--- config.mk ---
export PLATFORM = sky130hd
export DESIGN_NAME = maestro_ram
export DESIGN_NICKNAME = d
export VERILOG_FILES = /design/src/rtl/maestro_ram_pkg.sv /design/src/rtl/maestro_ram.sv
export SDC_FILE = /design/constraint.sdc
export NUM_CORES = 1
export LEC_CHECK = 0
export BUFFER_PORTS_ARGS = -buffer_cell sky130_fd_sc_hd__buf_2
export CORE_UTILIZATION = 35
export DETAILED_ROUTE_END_ITERATION = 7
export SYNTH_ARGS = -nofsm -noshare
export SYNTH_HDL_FRONTEND = slang
export SYNTH_SLANG_ARGS = --single-unit
--- constraint.sdc ---
create_clock -name clk -period 2.3 [get_ports clk]
set_input_delay 0 -clock clk [delete_from_list [all_inputs] [get_ports clk]]
set_output_delay 0 -clock clk [all_outputs]
set_load 0.05 [all_outputs]
--- src/rtl/maestro_ram_pkg.sv ---
// Shared constants and FSM encoding for the maestro_ram controller of an
// asynchronous single-port RAM.
package maestro_ram_pkg;

  localparam int unsigned PROF  = 11;
  localparam int unsigned AW    = 8;
  localparam int unsigned DW    = 8;
  localparam int unsigned LEN_W = 4;

  typedef enum logic [2:0] {
    StIdle,
    StSetup,
    StWrite,
    StHold,
    StRead,
    StResp
  } state_e;

endpackage

--- src/rtl/maestro_ram.sv ---
// Command-driven controller for an asynchronous RAM: single-word writes with
// setup/hold framing around a one-cycle EN strobe, and range-limited burst reads.
module maestro_ram
  import maestro_ram_pkg::*;
#(
  parameter int unsigned PROF = maestro_ram_pkg::PROF,
  parameter int unsigned AW   = maestro_ram_pkg::AW,
  parameter int unsigned DW   = maestro_ram_pkg::DW
) (
  input  logic             clk,
  input  logic             rst_n,
  input  logic             req_valid_i,
  output logic             req_ready_o,
  input  logic             req_wr_i,
  input  logic [AW-1:0]    req_addr_i,
  input  logic [LEN_W-1:0] req_len_i,
  input  logic [DW-1:0]    req_wdata_i,
  output logic             rd_valid_o,
  output logic [DW-1:0]    rd_data_o,
  output logic             rd_last_o,
  input  logic             rd_ready_i,
  output logic             wr_done_o,
  output logic             err_o,
  output logic [AW-1:0]    direccion_o,
  output logic [DW-1:0]    dato_e_o,
  output logic             en_o,
  input  logic [DW-1:0]    dato_s_i
);

  localparam logic [AW:0] ProfLim = PROF[AW:0];

  state_e           state_q, state_d;
  logic [AW-1:0]    addr_q, addr_d;
  logic [DW-1:0]    wdata_q, wdata_d;
  logic [DW-1:0]    rdata_q, rdata_d;
  logic [LEN_W-1:0] cnt_q, cnt_d;
  logic             wr_q, wr_d;
  logic             err_q, err_d;
  logic             live_q;

  logic [AW:0] next_addr;
  logic        last_word;
  logic        accept;
  logic        out_of_range;

  // One extra address bit so the PROF limit is visible even at the top of AW.
  assign next_addr    = {1'b0, addr_q} + 1'b1;
  assign last_word    = (cnt_q == LEN_W'(1)) || (next_addr >= ProfLim);
  assign accept       = req_valid_i && req_ready_o;
  assign out_of_range = {1'b0, req_addr_i} >= ProfLim;

  always_ff @(posedge clk or negedge rst_n) begin
    if (!rst_n) begin
      state_q <= StIdle;
      addr_q  <= '0;
      wdata_q <= '0;
      rdata_q <= '0;
      cnt_q   <= '0;
      wr_q    <= 1'b0;
      err_q   <= 1'b0;
      live_q  <= 1'b0;
    end else begin
      state_q <= state_d;
      addr_q  <= addr_d;
      wdata_q <= wdata_d;
      rdata_q <= rdata_d;
      cnt_q   <= cnt_d;
      wr_q    <= wr_d;
      err_q   <= err_d;
      live_q  <= 1'b1;
    end
  end

  always_comb begin
    state_d = state_q;
    addr_d  = addr_q;
    wdata_d = wdata_q;
    rdata_d = rdata_q;
    cnt_d   = cnt_q;
    wr_d    = wr_q;
    err_d   = 1'b0;
    unique case (state_q)
      StIdle: begin
        if (accept) begin
          if (out_of_range) begin
            err_d = 1'b1;
          end else begin
            addr_d  = req_addr_i;
            wr_d    = req_wr_i;
            state_d = StSetup;
            if (req_wr_i) begin
              wdata_d = req_wdata_i;
              cnt_d   = '0;
            end else begin
              cnt_d = (req_len_i == '0) ? LEN_W'(1) : req_len_i;
            end
          end
        end
      end
      StSetup: state_d = wr_q ? StWrite : StRead;
      StWrite: state_d = StHold;
      StHold:  state_d = StIdle;
      StRead: begin
        rdata_d = dato_s_i;
        state_d = StResp;
      end
      StResp: begin
        if (rd_ready_i) begin
          if (last_word) begin
            // Words still owed here means the burst ran into PROF.
            err_d   = (cnt_q != LEN_W'(1));
            cnt_d   = '0;
            state_d = StIdle;
          end else begin
            cnt_d   = cnt_q - LEN_W'(1);
            addr_d  = next_addr[AW-1:0];
            state_d = StSetup;
          end
        end
      end
      default: state_d = StIdle;
    endcase
  end

  assign req_ready_o = live_q && (state_q == StIdle);
  assign en_o        = (state_q == StWrite);
  assign wr_done_o   = (state_q == StHold);
  assign rd_valid_o  = (state_q == StResp);
  assign rd_last_o   = (state_q == StResp) && last_word;
  assign rd_data_o   = rdata_q;
  assign direccion_o = addr_q;
  assign dato_e_o    = wdata_q;
  assign err_o       = err_q;

endmodule
# After elaboration in Yosys (flattened, before gate mapping)
# Cells that the tools add are included.
[op_classes] addsub=2 n_shift=0 mux=23 magnitude_cmp=2 n_eq_ne=11 n_bitwise=1 reduce_logical=12 div=0 multipliers=0
[ops] operator="$mux W8" count=4
[ops] operator="$mux W4" count=6
[ops] operator="$pmux W8 S2" count=1
[ops] operator="$pmux W3 S5" count=1
[ops] operator="$mux W3" count=4
[ops] operator="$add A8 B1 Y9 const B" count=1
[ops] operator="$ge A9 B4 Y1 const B" count=1
[ops] operator="$ge A8 B4 Y1 const B" count=1
[ops] operator="$pmux W4 S2" count=1
[ops] operator="$reduce_and A4 Y1" count=2
[ops] operator="$eq A3 B2 Y1 const B" count=2
[ops] operator="$eq A3 B3 Y1 const B" count=2
[ops] operator="$ne A2 B2 Y1 const B" count=3
[ops] operator="$reduce_and A3 Y1" count=2
[ops] operator="$mux W1" count=5
[ops] operator="$reduce_and A5 Y1" count=1
[ops] operator="$eq A4 B1 Y1 const B" count=1
[ops] operator="$logic_not A4 Y1" count=1
[ops] operator="$ne A4 B1 Y1 const B" count=1
[ops] operator="$sub A4 B1 Y4 const B" count=1
[ops] operator="$eq A3 B1 Y1 const B" count=1
[ops] operator="$logic_and A1 B1 Y1" count=3
[ops] operator="$logic_not A3 Y1" count=1
[ops] operator="$ne A2 B1 Y1 const B" count=1
[ops] operator="other kinds (4)" count=4
[totals] inputBits=33 reg_bits=34 romBits=0 ramBits=0 latch_bits=0 memories=0 wordCells=59 out_inout_bits=30

# Longest topological paths before layout
[logic_depth] word_depth=6 ltp_mapped=9

# Worst setup path before layout
# Ideal clock, no wire load.
[synth_timing] kind="flip-flop to output port" startpoint="register addr_q[0] (netlist: direccion_o[0])" endpoint="output port rd_last_o" required_time_ps=2300 path_stages_with_launch=9 slack_ps=-170 t_arrival_ps=2470 cell_sequence="dfrtp_1 -> inv_1 -> ha_1 -> nor2_1 -> nor3_2 -> o211ai_1 -> nor4_4 -> buf_6 -> nor2_1"
[synth_between] elab_chain_len=4
[synth_lines] item="from (decl)" line_no="maestro_ram.sv:33" source="logic [AW-1:0] addr_q, addr_d;"
[synth_lines] item="from (signal assigned)" line_no="maestro_ram.sv:64" source="addr_q <= addr_d;"
[synth_lines] item="$add A8 B1 Y9" line_no="maestro_ram.sv:47" source="assign next_addr = {1'b0, addr_q} + 1'b1;"
[synth_lines] item="$ge A9 B4 Y1" line_no="maestro_ram.sv:48" source="assign last_word = (cnt_q == LEN_W'(1)) || (next_addr >= ProfLim);"
[synth_lines] item="$logic_or A1 B1 Y1" line_no="maestro_ram.sv:48"
[synth_lines] item="$logic_and A1 B1 Y1" line_no="maestro_ram.sv:129" source="assign rd_last_o = (state_q == StResp) && last_word;"
[synth_lines] item="to (decl)" line_no="maestro_ram.sv:20" source="output logic rd_last_o,"
# No other way between the ends.

# Worst setup path after layout
# Ends and elaborated chain as after synthesis.

==> reports/metrics.cfg <==
[sta]
min_period_ns=2.16
slew_headroom=0.493
fin_skew_ns=0.00691
hold_viol=0
setup_tns_ns=0
rsz0062_at_grt=false
drv_slew=0
tightestPinTransition_ns=0.760
fin_crit_sh=0.937
fmaxAchievable_mhz=464
finalSetupViolations=0

[setup_path]
worstPathRequired_ns=2.30
arrival_ns=2.16
crit_fanout=6
path_class=flop to primary output
end_kind=primary output
startpoint_type=flop

[synthesis]
synth_ff_type=dfrtp_1
ys_seq_elements=34
async_flop_share=1.00
yosysUniqueCellTypes=47
synth-edff-count=0
ys_seq_area_frac=0.471
syn_area_per_cell_um2=10.7
yosys_warnings=0
ys_top_cells_by_area=dfrtp_1 47%, mux2_2 11%, ha_1 2.8%
synthTopCellsByCount=34 x dfrtp_1, 17 x mux2_2, 10 x inv_1, 10 x nand2_1, 10 x nor2_1
synth_largest_area_cell=dfrtp_1
synth.most_common_cell=dfrtp_1
netlist_area_um2=1810
synth_top_area_share=0.471
synth_nets=206
synthCells=169

[flow_run]
maxCapViolCount=0

[floorplan]
io_pins=63
die_y_um=73.8
core_um2=4850
die_width_um=73.8
initial_core_util=0.372
dieArea_um2=5450
core.rowCount=25

[global_routing]
grt_start_max_net_pins=35
overflow=0
grt_pass1_vias=1516
grt_pass1_wl_um=7020
grt_usage=0.172
antenna_found_initial=0

[placement]
gp_congestion=0.749
placed_cell_area_um2=2230
io_buffer_count=62
dp_hpwl_um=3010

[cts]
post_cts_buffers=0
clkTransAtPathRegs_ns=0.08
cts_tree=yes
cts_root_buffer=clkbuf_8
htreeDepth=2
worstSkewPairLatency_ns=0.29
clkSinkCount=34
cts_made_buffers=5
clockBufferDepth=2

[cells_and_area]
antenna_cells=0
layout-drive-gt1-share=0.419
final_util=0.523
seqCellArea_um2=853
syn_to_final_growth_pct=40.4
n_fill_cell=440
stdcell_area_um2=2530
multiInputGateArea_um2=871
final_nets=296

[detailed_routing]
drt-total-wl_um=4300
drtPass1Iterations=4
drcViolationCount=0
drt_iter0_markers=49
route.antenna.remaining_nets=0
vias_per_cell=4.86
via_count=1589
wl_per_cell_um=13.2

[run_status]
status=completed

[min_path]
min_path_type=primary input to flop

[pwr]
powerDensity_nw_per_um2=1340
p_leak_nw=1.25
ir_worst_vdd_uv=747

power breakdown:
part / switching, W / internal (W) / leakage [nW]
Clock: 0.000246 / 0.000322 / 0.0504
Sequential: 0.000190 / 0.000786 / 0.427
Combinational: 0.00118 / 0.000684 / 0.775
sequential cells by signal, indices dropped and copies added, names as in the netlist:
register,count
state_q,3
cnt_q,4
dato_e_o,8
rd_data_o,8
live_q,1
wr_q,1
err_o,1
direccion_o,8
metal layers:
layer  wire length, µm  vias to the layer above  track usage
met3               233                        6       0.0466
met1              1890                      748        0.212
met4                51                        0       0.0513
li1                  -                      780            -
met5                 0                        -            0
met2              2130                       55        0.292
worst max-delay path: stages (launching register included):
cell and delay (ns):
dfrtp_2 0.43, inv_1 0.08, ha_1 0.31, nor2_1 0.12, nor3_2 0.06, o211ai_1 0.29
nor4_4 0.06, buf_4 0.16, nor2_2 0.08, buf_2 0.27
what timing repair did:
| item | CTS | global route |
|---|---|---|
| resized for setup | 0 | 2 |
| endpoints found under the hold margin | 52 | 0 |
| hold buffers | 19 | 0 |
| setup endpoints to repair | 0 | 6 |
layout by cell type, fill, tap and decap left out, types with 2 or more instances in the layout:
cell type      count
buf_2             62
dfrtp_1           32
dlygate4sd3_1     19
mux2_2            17
inv_1             10
nand2_1           10
buf_4             10
nor2_1             9
nand3_1            7
and2_1             5
nor3_1             5
o21ai_1            5
a21oi_1            5
a31oi_1            5
clkbuf_8           5
xor2_1             4
nand3b_1           3
or3_1              3
a211oi_1           3
ha_1               3
o211ai_1           2
nor3b_1            2
a22oi_1            2
a2bb2oi_1          2
clkinvlp_4         2
dfrtp_2            2
worst paths after layout:
path / startpoint / end / slack [ns] / cells past startpoint
setup / recovery: direccion_o[0] / rd_last_o / 0.14 / 9
hold / removal: req_len_i[3] / cnt_q[3] / 0.02 / 3
setup reg to reg: direccion_o[0] / direccion_o[0] / 0.20 / 9
hold reg to reg: dato_e_o[1] / dato_e_o[1] / 0.50 / 1
max in group asynchronous: rst_n / direccion_o[0] / 1.47 / 2
min in group asynchronous: rst_n / err_o / 0.31 / 2
cell type report:
class / instances / share of cell area
Timing Repair Buffer: 91 / 0.227
Sequential cell: 34 / 0.337
Multi-Input combinational cell: 117 / 0.344
Tap cell: 67 / 0.0331
Inverter: 10 / 0.0148
Clock buffer: 5 / 0.0271
Clock inverter: 3 / 0.0178
through the flow:
stage | instances | setup slack, ns | hold slack (ns) | power (W)
final | 327 | 0.145 | 0.0162 | 0.00341
after global routing | 327 | 0.0107 | 0.0276 | 0.00363
after CTS | 327 | 0.0831 | 0.0114 | 0.00344
after detailed placement | 300 | 0.181 | 0.123 | 0.00284
after global placement | 300 | 0.204 | 0.121 | 0.00282
after floorplan | 169 | 0.0269 | -0.296 | 0.00240
logic make-up after synthesis:
family          Yosys count  share of synthesized area
xor+xnor                  4                     0.0194
mux                      17                      0.106
flops                    34                      0.471
other cells               1                    0.00208
buf+inv                  18                     0.0492
simple gates             60                      0.206
fa+ha+maj                 4                     0.0277
compound gates           31                      0.118
No activity file was read; power rests on OpenSTA's default activity.
